**config.mk**
```make
export PLATFORM = sky130hd
export DESIGN_NAME = rt_tri_issue
export DESIGN_NICKNAME = d
export VERILOG_FILES = /design/src/rtl/rt_pkg.sv /design/src/rtl/rt_hit_keep.sv /design/src/rtl/rt_tri_issue.sv
export SDC_FILE = /design/constraint.sdc
export NUM_CORES = 1
export LEC_CHECK = 0
export ABC_AREA = 1
export CAP_MARGIN = 20
export CORE_AREA = 2 2 479 481
export CTS_CLUSTER_DIAMETER = 40
export DETAILED_ROUTE_END_ITERATION = 10
export DIE_AREA = 0 0 481 483
export MAX_ROUTING_LAYER = met4
export PLACE_DENSITY = 0.3
export SLEW_MARGIN = 40
export SYNTH_ARGS = -nofsm -noshare
export SYNTH_HDL_FRONTEND = slang
export SYNTH_SLANG_ARGS = --single-unit
```
**constraint.sdc**
```tcl
create_clock -name clk -period 3.4 [get_ports clk]
set_input_delay 0.68 -clock clk [delete_from_list [all_inputs] [get_ports clk]]
set_output_delay 0.68 -clock clk [all_outputs]
set_load 0.01 [all_outputs]
```
**src/rtl/rt_pkg.sv**
```systemverilog
// Shared definitions for the ray-triangle issue engine.
//   - FSM state encoding for rt_tri_issue
//   - word positions inside the packed ray and triangle buses
//   - default word/index/count widths
package rt_pkg;

   localparam int unsigned W_DEF    = 32;
   localparam int unsigned IDXW_DEF = 16;
   localparam int unsigned CNTW_DEF = 8;

   typedef enum logic [1:0] {
      ST_IDLE  = 2'd0,
      ST_FETCH = 2'd1,
      ST_DRAIN = 2'd2,
      ST_DONE  = 2'd3
   } rt_state_e;

   // Word positions within the packed buses, counted from the LSB word.
   // The first-listed component sits in the MSBs.
   localparam int unsigned RAY_WORDS = 6;
   localparam int unsigned RAY_OX    = 5;
   localparam int unsigned RAY_OY    = 4;
   localparam int unsigned RAY_OZ    = 3;
   localparam int unsigned RAY_DX    = 2;
   localparam int unsigned RAY_DY    = 1;
   localparam int unsigned RAY_DZ    = 0;

   localparam int unsigned TRI_WORDS = 9;
   localparam int unsigned TRI_V0X   = 8;
   localparam int unsigned TRI_V0Y   = 7;
   localparam int unsigned TRI_V0Z   = 6;
   localparam int unsigned TRI_V1X   = 5;
   localparam int unsigned TRI_V1Y   = 4;
   localparam int unsigned TRI_V1Z   = 3;
   localparam int unsigned TRI_V2X   = 2;
   localparam int unsigned TRI_V2Y   = 1;
   localparam int unsigned TRI_V2Z   = 0;

   // LSB bit position of a word field, for use as bus[field_lsb(k, w) +: w].
   function automatic int unsigned field_lsb(input int unsigned word, input int unsigned w);
      return word * w;
   endfunction

endpackage

```
**src/rtl/rt_hit_keep.sv**
```systemverilog
// Closest-hit register. Holds the best (smallest t) hit seen since the last
// clear together with its u/v and triangle index.
// Ports:
//   clk, rstn          clock, async active-low reset
//   clr_i              forget the current best (new request accepted)
//   upd_i              a hit return is presented this cycle
//   t_i, u_i, v_i      hit values of the presented return
//   idx_i              triangle index of the presented return
//   best_valid_o       at least one hit kept since the last clear
//   best_t/u/v/idx_o   kept closest hit
module rt_hit_keep
   import rt_pkg::*;
#(
   parameter int unsigned W    = W_DEF,
   parameter int unsigned IDXW = IDXW_DEF
) (
   input  logic            clk,
   input  logic            rstn,
   input  logic            clr_i,
   input  logic            upd_i,
   input  logic [W-1:0]    t_i,
   input  logic [W-1:0]    u_i,
   input  logic [W-1:0]    v_i,
   input  logic [IDXW-1:0] idx_i,
   output logic            best_valid_o,
   output logic [W-1:0]    best_t_o,
   output logic [W-1:0]    best_u_o,
   output logic [W-1:0]    best_v_o,
   output logic [IDXW-1:0] best_idx_o
);

   logic            best_valid_q, best_valid_d;
   logic [W-1:0]    best_t_q, best_t_d;
   logic [W-1:0]    best_u_q, best_u_d;
   logic [W-1:0]    best_v_q, best_v_d;
   logic [IDXW-1:0] best_idx_q, best_idx_d;
   logic            take_new;

   // Strict less-than: on equal t the earlier-returned (lower index) hit stays.
   assign take_new = upd_i && (!best_valid_q || (t_i < best_t_q));

   always_comb begin
      best_valid_d = best_valid_q;
      best_t_d     = best_t_q;
      best_u_d     = best_u_q;
      best_v_d     = best_v_q;
      best_idx_d   = best_idx_q;
      if (clr_i) begin
         best_valid_d = 1'b0;
         best_t_d     = '0;
         best_u_d     = '0;
         best_v_d     = '0;
         best_idx_d   = '0;
      end else if (take_new) begin
         best_valid_d = 1'b1;
         best_t_d     = t_i;
         best_u_d     = u_i;
         best_v_d     = v_i;
         best_idx_d   = idx_i;
      end
   end

   always_ff @(posedge clk or negedge rstn) begin
      if (!rstn) begin
         best_valid_q <= 1'b0;
         best_t_q     <= '0;
         best_u_q     <= '0;
         best_v_q     <= '0;
         best_idx_q   <= '0;
      end else begin
         best_valid_q <= best_valid_d;
         best_t_q     <= best_t_d;
         best_u_q     <= best_u_d;
         best_v_q     <= best_v_d;
         best_idx_q   <= best_idx_d;
      end
   end

   assign best_valid_o = best_valid_q;
   assign best_t_o     = best_t_q;
   assign best_u_o     = best_u_q;
   assign best_v_o     = best_v_q;
   assign best_idx_o   = best_idx_q;

endmodule

```
**src/rtl/rt_tri_issue.sv**
```systemverilog
// Leaf-triangle issue and closest-hit collection engine.
// Accepts one ray plus a contiguous triangle range, reads each triangle from
// triangle memory, streams ray/triangle pairs one per cycle to the
// intersection unit, collects the in-order returns and reports the closest
// hit on a valid/ready result port.
// Ports:
//   clk, rstn                      clock, async active-low reset
//   req_*                          request handshake (ray, base, count, cull)
//   mem_rd_en/addr, mem_rd_data    triangle memory, 1-cycle read latency
//   isect_*                        initiator side of the intersection unit
//   ret_*                          in-order returns from the intersection unit
//   res_*                          closest-hit result handshake
//
// state    | meaning
// ---------+--------------------------------------------------------------
// IDLE     | waiting for a request; req_ready high
// FETCH    | one triangle read per cycle, base+0 .. base+count-1
// DRAIN    | all reads issued, waiting for the outstanding returns
// DONE     | result presented until res_ready
module rt_tri_issue
   import rt_pkg::*;
#(
   parameter int unsigned W    = W_DEF,
   parameter int unsigned IDXW = IDXW_DEF,
   parameter int unsigned CNTW = CNTW_DEF
) (
   input  logic                   clk,
   input  logic                   rstn,
   input  logic                   req_valid,
   output logic                   req_ready,
   input  logic [RAY_WORDS*W-1:0] req_ray,
   input  logic [IDXW-1:0]        req_base,
   input  logic [CNTW-1:0]        req_count,
   input  logic                   req_cull,
   output logic                   mem_rd_en,
   output logic [IDXW-1:0]        mem_rd_addr,
   input  logic [TRI_WORDS*W-1:0] mem_rd_data,
   output logic                   isect_valid,
   output logic [RAY_WORDS*W-1:0] isect_ray,
   output logic [TRI_WORDS*W-1:0] isect_tri,
   output logic                   isect_cull,
   input  logic                   ret_valid,
   input  logic                   ret_hit,
   input  logic [W-1:0]           ret_t,
   input  logic [W-1:0]           ret_u,
   input  logic [W-1:0]           ret_v,
   output logic                   res_valid,
   input  logic                   res_ready,
   output logic                   res_hit,
   output logic [W-1:0]           res_t,
   output logic [W-1:0]           res_u,
   output logic [W-1:0]           res_v,
   output logic [IDXW-1:0]        res_idx
);

   rt_state_e              state_q, state_d;
   logic [RAY_WORDS*W-1:0] ray_q;
   logic                   cull_q;
   logic [IDXW-1:0]        base_q;
   logic [CNTW-1:0]        count_q;
   logic [CNTW-1:0]        issue_cnt_q, issue_cnt_d;
   logic [CNTW-1:0]        ret_cnt_q, ret_cnt_d;
   logic                   isect_valid_q;

   logic                   req_hs;
   logic                   ret_acc;
   logic                   last_issue;
   logic [CNTW-1:0]        ret_cnt_inc;
   logic [IDXW-1:0]        ret_idx;

   logic                   best_valid;
   logic [W-1:0]           best_t, best_u, best_v;
   logic [IDXW-1:0]        best_idx;

   assign req_hs      = req_valid && req_ready;
   // Returns outside an active request are protocol errors and are dropped.
   assign ret_acc     = ret_valid && ((state_q == ST_FETCH) || (state_q == ST_DRAIN));
   assign last_issue  = (issue_cnt_q == (count_q - CNTW'(1)));
   assign ret_cnt_inc = ret_cnt_q + CNTW'(1);
   assign ret_idx     = base_q + IDXW'(ret_cnt_q);

   // ---------------- state register ----------------
   always_ff @(posedge clk or negedge rstn) begin
      if (!rstn) begin
         state_q <= ST_IDLE;
      end else begin
         state_q <= state_d;
      end
   end

   // ---------------- next state ----------------
   always_comb begin
      state_d = state_q;
      case (state_q)
         ST_IDLE: begin
            if (req_hs) begin
               state_d = (req_count == '0) ? ST_DONE : ST_FETCH;
            end
         end
         ST_FETCH: begin
            if (last_issue) begin
               state_d = ST_DRAIN;
            end
         end
         ST_DRAIN: begin
            // Outstanding-count completion: independent of the unit latency.
            if ((ret_cnt_q == count_q) || (ret_acc && (ret_cnt_inc == count_q))) begin
               state_d = ST_DONE;
            end
         end
         ST_DONE: begin
            if (res_ready) begin
               state_d = ST_IDLE;
            end
         end
         default: state_d = ST_IDLE;
      endcase
   end

   // ---------------- state-decoded outputs ----------------
   always_comb begin
      req_ready = 1'b0;
      mem_rd_en = 1'b0;
      res_valid = 1'b0;
      case (state_q)
         ST_IDLE:  req_ready = 1'b1;
         ST_FETCH: mem_rd_en = 1'b1;
         ST_DONE:  res_valid = 1'b1;
         default: ;
      endcase
   end

   // ---------------- request capture ----------------
   always_ff @(posedge clk or negedge rstn) begin
      if (!rstn) begin
         ray_q   <= '0;
         cull_q  <= 1'b0;
         base_q  <= '0;
         count_q <= '0;
      end else if (req_hs) begin
         ray_q   <= req_ray;
         cull_q  <= req_cull;
         base_q  <= req_base;
         count_q <= req_count;
      end
   end

   // ---------------- issue / return counters ----------------
   always_comb begin
      issue_cnt_d = issue_cnt_q;
      ret_cnt_d   = ret_cnt_q;
      if (req_hs) begin
         issue_cnt_d = '0;
         ret_cnt_d   = '0;
      end else begin
         if (mem_rd_en) begin
            issue_cnt_d = issue_cnt_q + CNTW'(1);
         end
         if (ret_acc) begin
            ret_cnt_d = ret_cnt_inc;
         end
      end
   end

   always_ff @(posedge clk or negedge rstn) begin
      if (!rstn) begin
         issue_cnt_q   <= '0;
         ret_cnt_q     <= '0;
         isect_valid_q <= 1'b0;
      end else begin
         issue_cnt_q   <= issue_cnt_d;
         ret_cnt_q     <= ret_cnt_d;
         // Read data arrives one cycle after the strobe, so the unit's
         // valid is simply the strobe delayed by one.
         isect_valid_q <= mem_rd_en;
      end
   end

   assign mem_rd_addr = base_q + IDXW'(issue_cnt_q);
   assign isect_valid = isect_valid_q;
   assign isect_ray   = ray_q;
   assign isect_tri   = mem_rd_data;
   assign isect_cull  = cull_q;

   // ---------------- closest-hit keeper ----------------
   rt_hit_keep #(
      .W    (W),
      .IDXW (IDXW)
   ) u_hit_keep (
      .clk          (clk),
      .rstn         (rstn),
      .clr_i        (req_hs),
      .upd_i        (ret_acc && ret_hit),
      .t_i          (ret_t),
      .u_i          (ret_u),
      .v_i          (ret_v),
      .idx_i        (ret_idx),
      .best_valid_o (best_valid),
      .best_t_o     (best_t),
      .best_u_o     (best_u),
      .best_v_o     (best_v),
      .best_idx_o   (best_idx)
   );

   // Result fields read as zero unless a hit is being presented.
   assign res_hit = res_valid && best_valid;
   assign res_t   = res_hit ? best_t   : '0;
   assign res_u   = res_hit ? best_u   : '0;
   assign res_v   = res_hit ? best_v   : '0;
   assign res_idx = res_hit ? best_idx : '0;

endmodule

```
======== Word level (Yosys, flattened, before mapping) ========
Cells that the tools add are included.
storage, ports and cells
  register bits ........................... 349
  input bits .............................. 607
  output and inout port bits .............. 614
  word-level logic and storage cells ...... 72
cells by class
  add/sub/neg operators ................... 5
  $lt $le $gt $ge ......................... 1
  eq/ne operators ......................... 10
  mux-type cells .......................... 27
  reductions and logical operators ........ 16
operator list
  operator                                                                 number
  32-bit 2-to-1 mux                                                        9
  16-bit 2-to-1 mux                                                        3
  16-bit by 8-bit adder with 16-bit output                                 2
  32-bit < comparator                                                      1
  8-bit 2-to-1 mux                                                         4
  8-bit equality test                                                      3
  8-bit by 1-bit adder with 8-bit output, second input constant            2
  2-bit 2-to-1 mux                                                         5
  8-bit logical NOT                                                        1
  2-bit case mux with 4 select lines                                       1
  8-bit by 1-bit subtractor with 8-bit output, second input constant       1
  1-bit logical AND                                                        6
  2-bit inequality test, second input constant                             3
  2-bit nonzero test                                                       3
  1-bit 2-to-1 mux                                                         5
  2-bit equality test, second input constant                               2
  4-bit AND reduction                                                      1
  1-bit logical OR                                                         3
  2-bit by 1-bit equality test with 1-bit output, second input constant    1
  2-bit logical NOT                                                        1
  2-bit by 1-bit inequality test with 1-bit output, second input constant  1
  1-bit logical NOT                                                        1

======== Logic depth before layout (Yosys ltp) ========
  depth after elaboration ................. 7
  depth in mapped cells ................... 18
  mapped depth without buffers ............ 16

======== Cells and area by module ========
A second synthesis with hierarchy kept.
second synthesis, totals
  cell total of the unflattened synthesis .. 2469
  area total of the unflattened synthesis .. 19397.4 sq um
by module, submodules not included
  module        times used  cells an instance  area each (sq um)  sequential area each (sq um)
  rt_tri_issue  1           1821               13668.1            5905.7
  rt_hit_keep   1           648                5729.2             2827.7

======== Worst setup path before layout ========
Ideal clock, no wire load.
  path type ............................... register to output
  start point ............................. register issue_cnt_q[0]
  end point ............................... output port mem_rd_addr[14]
  arrival time ............................ 2.031 ns
  path slack .............................. 0.689 ns
  stages on the path, launching flop included .. 11
  cells stage by stage .................... dfrtp_1 > ha_1 > inv_1 > fa_1 > inv_1 > a31oi_1 > o21ai_0 > nand2_1 > nor2_1 > nand2_1 > xor2_1
between the ends
  cells in the longest elaborated chain, start to end .. 1
RTL lines
  item                                      RTL line             text
  start, declared                           rt_tri_issue.sv:61   logic [CNTW-1:0] issue_cnt_q, issue_cnt_d;
  start signal, assigned                    rt_tri_issue.sv:171  issue_cnt_q <= issue_cnt_d;
  16-bit by 8-bit adder with 16-bit output  rt_tri_issue.sv:179  assign mem_rd_addr = base_q + IDXW'(issue_cnt_q);
  end, declared                             rt_tri_issue.sv:36   output logic [IDXW-1:0] mem_rd_addr,
Every way passes these cells.

======== Final worst setup path ========
Same ends and word-level chain as after synthesis.

==> impl_metrics.json <==
{
  "slew_viol_final": 0,
  "rsz0062_at_grt": "true",
  "synth-edff-count": 0,
  "r2r-end": "u_hit_keep.best_idx_o[12]",
  "fin_tns_setup_ps": 0,
  "cts.path.max_buffers": 3,
  "first_global_vias": 19300,
  "worstHoldPathCells": 3,
  "cts.clk_slew.worst_paths_ps": 50,
  "status": "complete, no violations",
  "hold_end": "isect_ray[58]",
  "fin_crit_sh_pct": 99.1,
  "slew_headroom_pct": 50.5,
  "rows": 175,
  "grt.busiest_layer": "met2",
  "syn_to_final_growth_pct": 67.9,
  "place_hpwl_um": 85100,
  "max_freq_ghz": 0.297,
  "cts.sinks": 349,
  "grtUsageMet3_pct": 5.34,
  "synth_ff_type": "dfrtp_1",
  "postRouteAntennaNets": 0,
  "pin_count": 1221,
  "antenna_found_initial": 43,
  "drive_gt1_share_pct": 12.3,
  "power_density_nw_per_um2": 888,
  "clock_skew_ps": 53.7,
  "met2_usage_pct": 14.1,
  "r2r_setup_slack_ps": 740,
  "cp.required_ps": 2720,
  "portBuffers": 644,
  "cts_buffers": 102,
  "routed_wl_um": 108000,
  "finalHoldViolCount": 0,
  "reg2reg_from": "base_q[0]",
  "grt_max_degree": 68,
  "grt_pass1_wl_um": 150000,
  "gp_congestion": 0.783,
  "post-route-min-period_ps": 3370,
  "worst_pin_slew_ps": 737,
  "cts_max_level": 3,
  "worstSetupPathType": "reg -> out",
  "grt_overflow": 0,
  "yosysUniqueCellTypes": 38,
  "async_reset_ff_share_pct": 100,
  "synth-seq-area-share_pct": 45.8,
  "peakVddDrop_mv": 0.428,
  "whs_ps": 437,
  "setup_violations": 0,
  "vias": 17600,
  "core_um2": 227000,
  "die_w_um": 481,
  "hp-class": "in -> reg",
  "critPathLaunchType": "flip-flop",
  "cap_violations": 0,
  "power.leakage_nw": 14.3,
  "synth_warnings": 0,
  "grt_use_met1_pct": 9.75,
  "die-area_um2": 232000,
  "worstPathMaxFanout": 2,
  "syn_nets": 3067,
  "end_kind": "output pin",
  "avgViaCountPerCell": 2.95,
  "cts_root_buf": "clkbuf_16",
  "synth-seq-cells": 349,
  "cts_tree": "yes",
  "cp_data_arrival_time_ps": 2690,
  "hp-start": "req_ray[58]",
  "drt_iter0_drc": 590,
  "clock_latency_ps": 730,
  "grt.total_usage_pct": 9.36,
  "reg2reg_depth": 11,
  "syn_area_um2": 19100,
  "syn_inst": 2404,
  "start_util_pct": 8.41,
  "wl_per_cell_um": 18.1,
  "dr.pass1.iters": 5,
  "avgSynthCellArea_um2": 7.93,
  "setup.worst_path.start": "issue_cnt_q[0]",
  "num-nets-final": 3509,
  "route.detailed.drc": 0,
  "die_y_um": 483
}
worst max path at each step:
stage | end | slack, ps
finish | mem_rd_addr[14] | 30
global route | mem_rd_addr[14] | -170
CTS | mem_rd_addr[14] | -130
detailed placement | mem_rd_addr[14] | 210
global placement | mem_rd_addr[14] | 130
floorplan | mem_rd_addr[14] | 690
metrics by stage:
step | util (%) | setup slack (ps) | area [µm²] | power, W | cells
2_1_floorplan | - | 689 | 19100 | 0.0122 | 2404
3_3_place_gp | 12.2 | 129 | 27700 | 0.0181 | 5733
3_5_place_dp | 12.2 | 208 | 27700 | 0.0180 | 5733
4_1_cts | 14.0 | -133 | 31900 | 0.0292 | 5936
5_1_grt | 14.1 | -169 | 32000 | 0.0306 | 5962
6_report | 14.1 | 31.1 | 32000 | 0.0284 | 5963
cells in the mapped netlist (2+ instances only):
library cell | n | area share [%]
dfrtp_1 | 349 | 46
nand2_2 | 2 | 0.066
nand4_1 | 116 | 3.8
a21oi_1 | 34 | 0.89
buf_6 | 10 | 0.59
nor2_1 | 155 | 3.1
nand2_1 | 852 | 17
inv_1 | 181 | 3.6
xor2_1 | 31 | 1.4
fa_1 | 2 | 0.21
nor3_1 | 6 | 0.16
xnor3_1 | 3 | 0.35
buf_2 | 22 | 0.58
buf_1 | 10 | 0.20
buf_4 | 288 | 11
nor4_1 | 2 | 0.066
o21a_1 | 2 | 0.079
nand3_1 | 138 | 3.6
o22ai_1 | 6 | 0.20
o21ai_0 | 27 | 0.71
xnor2_1 | 17 | 0.78
clkbuf_1 | 80 | 1.6
ha_1 | 54 | 3.5
a31oi_1 | 3 | 0.098
layout make-up:
type	count	area, µm²
Fill cell	26000	195000
Sequential cell	349	8740
Timing Repair Buffer	747	7740
Multi-Input combinational cell	1464	7200
Tap cell	3009	3760
Clock buffer	129	2840
Clock inverter	61	988
Inverter	182	691
Antenna cell	22	55.1
sequential cells by signal (all words and copies together), names as in the netlist:
signal,count
isect_valid,1
base_q,16
issue_cnt_q,8
count_q,8
state_q,2
u_hit_keep.best_v_o,32
isect_cull,1
u_hit_keep.best_u_o,32
ret_cnt_q,8
isect_ray,192
u_hit_keep.best_t_o,32
u_hit_keep.best_idx_o,16
u_hit_keep.best_valid_o,1
power by group:
group	total [W]	switching, W	internal (W)
clock network	0.0106	0.00333	0.00729
logic	0.0105	0.00586	0.00466
registers	0.00730	0.00126	0.00604
total	0.0284	0.0104	0.0180
cells by family (layout without fill, tap and decap cells):
kind of cell,count (synthesis),count (layout),synth area share [%]
XOR/XNOR,51,51,2.56
flip-flops,349,349,45.8
adder cells (fa/ha/maj),56,56,3.75
AND/OR/NAND/NOR,1276,1277,27.8
other,0,22,0
buffers and inverters,592,1119,17.9
AO/OA/AOI/OAI,80,80,2.30
layout by cell type, fill, tap and decap left out, types with 7 or more instances in the layout:
cell type	Yosys	routed
inv_1	181	178
nand4_1	116	116
ha_4	0	7
xor2_1	31	29
a21oi_1	34	33
clkdlybuf4s50_1	0	571
clkinvlp_4	0	12
buf_12	0	45
bufinv_16	0	18
clkbuf_16	0	102
nand3_1	138	137
nor2_1	155	150
xnor2_1	17	16
diode_2	0	22
o21ai_0	27	26
clkbuf_1	80	8
dfrtp_1	349	344
ha_1	54	45
clkinv_2	0	13
buf_4	288	74
clkbuf_8	0	19
dlygate4sd2_1	0	24
dlymetal6s2s_1	0	17
nand2_1	852	847
clkinv_4	0	9
worst max-delay path, stage by stage, from the launching register on:
cell and delay (ps):
dfrtp_1 360, ha_2 190, inv_2 40, fa_2 340, inv_2 80, a31oi_4 90
buf_6 130, o21ai_2 120, buf_6 130, nand2_4 50, nor2_4 90, nand2_1 70
xor2_1 140, buf_2 140
metal layers:
layer | vias to the layer above | part of all wire, %
met5 | - | 0
met4 | 0 | 5.0
met3 | 289 | 13
li1 | 8221 | -
met1 | 8121 | 38
met2 | 949 | 44
timing repair:
| action | in CTS | in global routing |
|---|---|---|
| gates resized for setup | 96 | 30 |
| hold buffers | 1 | 0 |
| buffers inserted | 11 | 4 |
| pin swaps | 11 | 9 |
| endpoints found under the hold margin | 36 | 0 |
| setup endpoints to repair | 102 | 29 |
| gates cloned | 1 | 0 |
Note: power is estimated with default switching activity, not from simulation.
